## src/rtl/shift_seq_unit.sv

```systemverilog
// rtl/shift_seq_unit.sv - Multi-cycle one-bit-per-clock shifter with start/busy/done handshake
// Optional macro: SHIFT_SEQ_EARLY_EXIT_EN (finish early once further steps cannot change the value)
module shift_seq_unit (
    input  logic        clk,
    input  logic        rst_n,
    input  logic        start,
    input  logic [31:0] a,
    input  logic [4:0]  shamt,
    input  logic        dir,
    input  logic        arith,
    output logic        busy,
    output logic        done,
    output logic [31:0] result
);

    typedef enum logic [1:0] {
        S_IDLE  = 2'd0,
        S_SHIFT = 2'd1,
        S_DONE  = 2'd2
    } state_t;

    state_t      state;
    logic [31:0] work;
    logic [4:0]  cnt;
    logic        dir_q;
    logic        arith_q;
    logic [31:0] step;
    logic        early_exit;

    // Single-bit shift stage; fill bit is the sign only for arithmetic right shifts.
    always_comb begin
        step = work;
        if (!dir_q) begin
            step = {work[30:0], 1'b0};
        end else begin
            step = {arith_q & work[31], work[31:1]};
        end
    end

`ifdef SHIFT_SEQ_EARLY_EXIT_EN
    assign early_exit = (work == 32'h0) ||
                        (dir_q && arith_q && (work == 32'hFFFF_FFFF));
`else
    assign early_exit = 1'b0;
`endif

    always_ff @(posedge clk or negedge rst_n) begin
        if (!rst_n) begin
            state   <= S_IDLE;
            work    <= 32'h0;
            cnt     <= 5'd0;
            dir_q   <= 1'b0;
            arith_q <= 1'b0;
            result  <= 32'h0;
            busy    <= 1'b0;
            done    <= 1'b0;
        end else begin
            case (state)
                // DONE accepts a new start exactly like IDLE for back-to-back issue.
                S_IDLE, S_DONE: begin
                    done <= 1'b0;
                    if (start) begin
                        work    <= a;
                        cnt     <= shamt;
                        dir_q   <= dir;
                        arith_q <= arith;
                        state   <= S_SHIFT;
                        busy    <= 1'b1;
                    end else begin
                        state <= S_IDLE;
                        busy  <= 1'b0;
                    end
                end
                S_SHIFT: begin
                    if ((cnt == 5'd0) || early_exit) begin
                        result <= work;
                        state  <= S_DONE;
                        busy   <= 1'b0;
                        done   <= 1'b1;
                    end else begin
                        work <= step;
                        cnt  <= cnt - 5'd1;
                    end
                end
                default: begin
                    state <= S_IDLE;
                    busy  <= 1'b0;
                    done  <= 1'b0;
                end
            endcase
        end
    end

endmodule

```

## config.mk

```make
export PLATFORM = sky130hd
export DESIGN_NAME = shift_seq_unit
export DESIGN_NICKNAME = d
export VERILOG_FILES = /design/src/rtl/shift_seq_unit.sv
export SDC_FILE = /design/constraint.sdc
export NUM_CORES = 1
export LEC_CHECK = 0
export CORE_MARGIN = 10
export CORE_UTILIZATION = 53
export CTS_BUF_LIST = sky130_fd_sc_hd__clkbuf_2
export CTS_CLUSTER_DIAMETER = 50
export DETAILED_ROUTE_END_ITERATION = 8
export PLACE_DENSITY = 0.82
export REMOVE_ABC_BUFFERS = 1
export SLEW_MARGIN = 30
export SYNTH_ARGS = -nofsm -noshare
export SYNTH_HDL_FRONTEND = slang
export SYNTH_SLANG_ARGS = --single-unit
```

## constraint.sdc

```tcl
create_clock -name clk -period 2.2 [get_ports clk]
set_input_delay 0.33 -clock clk [delete_from_list [all_inputs] [get_ports clk]]
set_output_delay 0.33 -clock clk [all_outputs]
set_load 0.1 [all_outputs]
```

==> results.rst, run 1 <==
.. list-table::
   :header-rows: 1

   * - Metric
     - Value
   * - Result of the run
     - finished clean
   * - Initial antenna violation count
     - 0
   * - Final hold violation count
     - 0
   * - Number of nets with antenna violations after routing
     - 0
   * - Vert. Die Dim
     - 104 µm
   * - Final Routed Wirelength
     - roughly 7900 µm
   * - Clock tree root driver cell
     - sky130_fd_sc_hd__clkbuf_2
   * - Worst Setup Start Kind
     - register
   * - Number of buffers added by the clock tree synthesis step
     - 9
   * - Number of buffers inserted by port buffering
     - 75
   * - Clock tree from TritonCTS
     - done
   * - First-iteration detailed-routing DRC count
     - 52
   * - Class of the most critical hold timing path
     - primary input to async pin
   * - Wire length of the first global-routing pass
     - 13300 µm
   * - Final worst path period need
     - 2070 ps
   * - Initial core utilization
     - 54.8%
   * - Netlist area before placement
     - 3740 µm²
   * - Final Wtd Congestion
     - 0.821
   * - Maximum number of pins on one net before global-route repair
     - between 40 and 50
   * - Maximum net fanout on the critical path
     - 25
   * - Avg Cell Area, Syn
     - 14.3 µm²
   * - Top-count cell post-synth
     - sky130_fd_sc_hd__mux2_2
   * - Total negative slack
     - 0 ps
   * - Number of iterations in the first detailed-routing pass
     - 4
   * - Synth warnings
     - 0
   * - Number of max-slew violations in the final report
     - 0
   * - Synth top area cells
     - sky130_fd_sc_hd__dfrtp_1, sky130_fd_sc_hd__mux2_2, sky130_fd_sc_hd__mux2_4
   * - Number of inserted filler cells in the final layout
     - 509
   * - Share of layout cells above drive strength 1
     - about 55%
   * - Number of cells produced by synthesis
     - around 260
   * - Pin slew with the least headroom to its limit
     - between 400 and 500 ps
   * - CP max-delay cell
     - sky130_fd_sc_hd__or4b_4
   * - Detailed Place HPWL
     - 5770 µm
   * - Share of the cycle needed by the critical path after routing
     - between 90% and 100%
   * - Worst hold margin
     - 294 ps
   * - Net count of the finished layout
     - 390
   * - Critical path class
     - register to register
   * - Clk sinks
     - 74
   * - Worst Path Arrival
     - approximately 2500 ps
   * - Combined area of the multi-input logic cells
     - 1790 µm²
   * - CTS H-tree depth
     - 3
   * - Largest area contributor in the synthesized netlist
     - sky130_fd_sc_hd__dfrtp_1
   * - Bufs on Longest Clock Path
     - 2
   * - Number of enable-type register cells in the synthesized netlist
     - 0
   * - Site Rows
     - 30
   * - Fmax
     - 483 MHz
   * - Register area
     - 1850 µm²
   * - Total inserted antenna cells
     - 0
   * - Gr ovfl total
     - 0
   * - Final Skew
     - about 17 ps
   * - Unrepaired setup endpoints after global routing
     - no
   * - Post-layout utilization of the core
     - between 60% and 70%
   * - Die extent in x
     - 104 µm
   * - Share of synthesized area occupied by flip-flops and latches
     - 49.5%
   * - DRC violations left
     - 0
   * - Die area
     - 10800 µm²
   * - Worst skew pair latency
     - around 490 ps
   * - Final number of setup-violating endpoints
     - 0
   * - I/O pin count
     - 76
   * - Ordered cell list for the critical path
     - inv_1 > ha_2 > or4b_4 > a21oi_4 > inv_2 > buf_12 > mux2_4
   * - Max-cap check violation count
     - 0
   * - Clock-pin transition on the worst setup and hold timing paths
     - about 210 ps
   * - Core ar.
     - between 6000 and 7000 µm²
   * - Slowest cell delay on critical path
     - 500 ps
   * - Most frequent cells after synthesis
     - sky130_fd_sc_hd__mux2_2, sky130_fd_sc_hd__dfrtp_1, sky130_fd_sc_hd__mux2_4
   * - Number of global-route vias before repair
     - roughly 2600
   * - Flip-flop and latch count after synthesis
     - between 70 and 80
   * - Post-placement worst setup slack
     - 99.1 ps
   * - Number of vias after detailed routing
     - 2410
   * - Area growth from synthesis to layout
     - 24.8%
   * - Vias per cell
     - 5.38
   * - Number of distinct standard cells referenced by the synthesized netlist
     - 35
   * - Aggregate global-route resource usage
     - 14.9%
   * - Required time at the endpoint of the critical path
     - 2590 ps
   * - Routed length per instance
     - ~18 µm
   * - Main flop type after synthesis
     - sky130_fd_sc_hd__dfrtp_1
   * - Post-route setup slack
     - 129 ps
   * - Fraction of registers with async set/reset
     - 100%
   * - Remaining max-slew budget at the tightest pin
     - between 60% and 70%
   * - Kind of end point of the critical path
     - register
   * - Synth top area share
     - roughly half
## timing repair
| item | in CTS | in global routing |
|---|---|---|
| hold buffers | 1 | 0 |
| endpoints found under the setup margin | 0 | 30 |
| gates resized for setup | 0 | 1 |
| endpoints found under the hold margin | 33 | 0 |
| setup buffers | 0 | 1 |
## critical path: cells and delay by family, from the launching register on
kind / cells / cell delay, ps
buf+inv: 3 / 330
fa+ha+maj: 1 / 210
simple gates: 1 / 500
compound gates: 1 / 180
mux: 1 / 300
flops: 1 / 440
## worst paths after layout
path	startpoint	to	slack [ps]	depth (start not counted)
setup reg to reg	cnt[0]	work[30]	130	7
hold reg to reg	busy	busy	510	1
hold / removal	rst_n	result[19]	290	2
setup / recovery	cnt[0]	work[30]	130	7
max in group asynchronous	rst_n	result[4]	1320	3
min in group clk	dir	dir_q	340	3
## cells by family after synthesis
logic type,share of synthesized area (%)
fa+ha+maj,0.334
flops,49.5
simple gates,3.81
mux,40.2
compound gates,3.24
buf+inv,2.88
## placed cells by master (no fill, tap or decap), types with 2 or more instances in the layout
| master | instances |
|---|---|
| sky130_fd_sc_hd__a211oi_1 | 3 |
| sky130_fd_sc_hd__a311oi_1 | 2 |
| sky130_fd_sc_hd__buf_12 | 2 |
| sky130_fd_sc_hd__buf_4 | 46 |
| sky130_fd_sc_hd__clkbuf_2 | 9 |
| sky130_fd_sc_hd__clkdlybuf4s50_1 | 40 |
| sky130_fd_sc_hd__clkinv_2 | 2 |
| sky130_fd_sc_hd__clkinv_4 | 2 |
| sky130_fd_sc_hd__clkinvlp_4 | 2 |
| sky130_fd_sc_hd__dfrtp_1 | 74 |
| sky130_fd_sc_hd__inv_1 | 4 |
| sky130_fd_sc_hd__mux2_2 | 95 |
| sky130_fd_sc_hd__mux2_4 | 27 |
| sky130_fd_sc_hd__mux2i_1 | 3 |
| sky130_fd_sc_hd__nand2_1 | 9 |
| sky130_fd_sc_hd__nand2b_1 | 2 |
| sky130_fd_sc_hd__nor2_1 | 4 |
| sky130_fd_sc_hd__nor2b_1 | 2 |
| sky130_fd_sc_hd__o21ai_0 | 2 |
| sky130_fd_sc_hd__o22ai_1 | 2 |
## sequential cells by signal, summed over array words and instances (netlist names)
register  cells
state         1
dir_q         1
result       32
work         32
busy          1
done          1
arith_q       1
cnt           5
## layer usage
layer  vias to the layer above  GRT usage, %  routed length [µm]
met5                         -             0                   0
met4                         0          6.46                 132
met3                        12          3.59                 316
met2                        49          24.5                3930
met1                      1227          18.1                3510
li1                       1122             -                   -
## area by class of cell
cell class                 count  area share, %
sequential                    74           39.7
clock inverter                 7          0.991
inverter                       5          0.402
multi-input combinational    168           38.4
timing repair buffer          89           17.0
tap                           96           2.57
clock buffer                   9          0.965
## through the flow
stage | area [µm²] | std cells
after floorplan | 3650 | 247
after global placement | 4560 | 430
after detailed placement | 4560 | 430
after CTS | 4660 | 447
after global routing | 4670 | 448
final | 4670 | 448
Power of run 1 is left out: the tool's default activity adds up to more than one toggle a clock period on the data nets, which glitch-free logic cannot reach.
==> run 2, diff against run 1 <==
--- a/config.mk
+++ b/config.mk
@@ -7,11 +7,12 @@
 export LEC_CHECK = 0
 export CORE_MARGIN = 10
 export CORE_UTILIZATION = 53
-export CTS_BUF_LIST = sky130_fd_sc_hd__clkbuf_2
+export CTS_BUF_LIST = sky130_fd_sc_hd__clkbuf_4 sky130_fd_sc_hd__clkbuf_8
 export CTS_CLUSTER_DIAMETER = 50
 export DETAILED_ROUTE_END_ITERATION = 8
 export PLACE_DENSITY = 0.82
 export REMOVE_ABC_BUFFERS = 1
+export SETUP_SLACK_MARGIN = 0.2
 export SLEW_MARGIN = 30
 export SYNTH_ARGS = -nofsm -noshare
 export SYNTH_HDL_FRONTEND = slang
==> run 2 against run 1 <==
Compared with the run above:
- via count is 0.75% higher
- non-clock buffer count is 4 higher
- global-route usage is 0.052 points higher
- critical path depth stayed put
- setup slack better by 83 ps
- worst hold slack better by 170 ps
- largest cell class unchanged
- critical path type unchanged
- highest routed layer unchanged
==> results.rst, run 2 (synthesis results as in run 1) <==
.. list-table::
   :header-rows: 1

   * - Metric
     - Value
   * - Result of the run
     - finished clean
   * - Worst Setup Start Kind
     - register
   * - Post-placement worst setup slack
     - 99.1 ps (unchanged)
   * - Worst skew pair latency
     - 350 ps (-140 ps)
   * - Number of buffers added by the clock tree synthesis step
     - 9 (unchanged)
   * - Register-to-Register Path Depth
     - 7 (unchanged)
   * - Final Skew
     - 13.1 ps (-4.29 ps)
   * - Share of layout cells above drive strength 1
     - 55.9% (+1.4 points)
   * - Commonest non-fill, non-tap cell in the layout
     - sky130_fd_sc_hd__mux2_2
   * - Final Routed Wirelength
     - 8170 µm (+3.6%)
   * - Site Rows
     - 30 (unchanged)
   * - Bufs on Longest Clock Path
     - 2 (unchanged)
   * - R2R Path Start
     - cnt[1]
   * - Area growth from synthesis to layout
     - 29.1%
   * - Share of the cycle needed by the critical path after routing
     - 90.4% (-3.8 points)
   * - Initial antenna violation count
     - 0 (unchanged)
   * - Worst hold margin
     - 468 ps (+175 ps)
   * - Total inserted antenna cells
     - 0 (unchanged)
   * - Die extent in x
     - 104 µm (unchanged)
   * - Start point of the critical path
     - cnt[1]
   * - Maximum net fanout on the critical path
     - 13 (-48%)
   * - Gr ovfl total
     - 0 (unchanged)
   * - Detailed Place HPWL
     - 5770 µm (unchanged)
   * - Number of nets with antenna violations after routing
     - 0 (unchanged)
   * - Aggregate global-route resource usage
     - 14.9% (+0.052 points)
   * - I/O pin count
     - 76 (unchanged)
   * - Number of iterations in the first detailed-routing pass
     - 4 (unchanged)
   * - Post-route cell area
     - 4830 µm² (+3.4%)
   * - Core ar.
     - 6830 µm² (unchanged)
   * - Critical path class
     - register to register
   * - Unrepaired setup endpoints after global routing
     - yes
   * - Initial core utilization
     - 54.8% (unchanged)
   * - Final Wtd Congestion
     - 0.821 (unchanged)
   * - Kind of end point of the critical path
     - register
   * - Maximum number of pins on one net before global-route repair
     - 42 (unchanged)
   * - DRC violations left
     - 0 (unchanged)
   * - Clock-pin transition on the worst setup and hold timing paths
     - 90 ps (-120 ps)
   * - Post-place instance area
     - 4560 µm² (unchanged)
   * - Wire length of the first global-routing pass
     - 13300 µm (about the same)
   * - Number of max-slew violations in the final report
     - 0 (unchanged)
   * - Worst Path Arrival
     - 2210 ps (-250 ps)
   * - Clk sinks
     - 74 (unchanged)
   * - Number of global-route vias before repair
     - 2637 (-0.11%)
   * - Routed length per instance
     - 18.1 µm (+2.7%)
   * - Vert. Die Dim
     - 104 µm (unchanged)
   * - Capture instance of the worst register-to-register path
     - work[28]
   * - First-iteration detailed-routing DRC count
     - 48 (-7.7%)
   * - Setup slack on the worst flop-to-flop path
     - 210 ps (+80 ps)
   * - Leading cell types in the layout, fill and taps excluded
     - sky130_fd_sc_hd__mux2_2, sky130_fd_sc_hd__dfrtp_1, sky130_fd_sc_hd__buf_4, sky130_fd_sc_hd__clkdlybuf4s50_1, sky130_fd_sc_hd__mux2_4
   * - Final worst path period need
     - 1990 ps (-82.5 ps)
   * - Final number of setup-violating endpoints
     - 0 (unchanged)
   * - Class of the most critical hold timing path
     - primary input to async pin
   * - Die area
     - 10800 µm² (unchanged)
   * - Number of buffers inserted by port buffering
     - 75 (unchanged)
   * - Final hold violation count
     - 0 (unchanged)
   * - Number of vias after detailed routing
     - 2428 (+0.75%)
   * - Required time at the endpoint of the critical path
     - 2420 ps (-170 ps)
   * - Remaining max-slew budget at the tightest pin
     - 69.3% (about the same)
   * - Max-cap check violation count
     - 0 (unchanged)
   * - CTS H-tree depth
     - 3 (unchanged)
   * - Net count of the finished layout
     - 394 (+1.0%)
   * - Fmax
     - 503 MHz (+4.2%)
   * - Vias per cell
     - 5.37 (-0.14%)
   * - Post-route setup slack
     - 212 ps (+82.5 ps)
   * - Post-layout utilization of the core
     - 70.7% (+2.3 points)
   * - Clock tree from TritonCTS
     - done
   * - Clock tree root driver cell
     - sky130_fd_sc_hd__clkbuf_8
   * - Number of inserted filler cells in the final layout
     - 482 (-5.3%)
   * - Largest registers
     - result: 32 flops, work: 32 flops, cnt: 5 flops
   * - Pin slew with the least headroom to its limit
     - 461 ps (-0.756 ps)
run 2: changes by cell type in the layout (fill, tap and decap cells not counted), sizes merged:
| cell | before | now |
|---|---|---|
| buf | 48 | 51 |
| clkbuf | 9 | 11 |
| clkinv | 5 | 4 |
run 2: how the worst max path moves through the flow:
stage,depth (start not counted),slack (ps),endpoint
finish,7,210,work[28]
global route,7,130,work[14]
CTS,7,200,work[28]
detailed placement,7,100,work[19]
global placement,7,170,work[21]
floorplan,3,-2380,result[0]
run 2: cell type report:
type | count | area (µm²) | share of cell area [%]
Clock inverter | 6 | 42.5 | 0.881
Timing Repair Buffer | 93 | 855 | 17.7
Inverter | 5 | 21.3 | 0.440
Tap cell | 96 | 120 | 2.49
Sequential cell | 74 | 1850 | 38.3
Multi-Input combinational cell | 168 | 1800 | 37.3
Clock buffer | 10 | 138 | 2.85
run 2: through the flow:
stage | setup TNS, ps | instances
final | 0 | 452
after global routing | 0 | 452
after CTS | 0 | 448
after detailed placement | 0 | 430
after global placement | 0 | 430
after floorplan | -135890 | 247
run 2: repair_timing:
action | 4_1_cts | 5_1_grt
hold buffers | 1 | 0
endpoints found under the setup margin | 30 | 30
resized for setup | 3 | 4
endpoints found under the hold margin | 33 | 0
buffers inserted | 1 | 2
pin swaps | 2 | 1
gates cloned | 0 | 2
run 2: critical path, cell delays in order, from the launching register on:
cell and delay [ps]:
sky130_fd_sc_hd__dfrtp_1 400, sky130_fd_sc_hd__inv_2 80, sky130_fd_sc_hd__ha_4 130, sky130_fd_sc_hd__or4b_4 490, sky130_fd_sc_hd__a21oi_4 210, sky130_fd_sc_hd__inv_4 90
sky130_fd_sc_hd__buf_12 170, sky130_fd_sc_hd__mux2_4 290
run 2: per-layer routing:
layer  global-route usage [%]  share of wire [%]  up-vias
li1                         -                  -     1125
met1                     17.9                 44     1239
met2                     24.6                 50       54
met3                     3.97                4.3       10
met4                     6.46                1.6        0
met5                        0                  0        -
Power of run 2 is left out for the same reason.
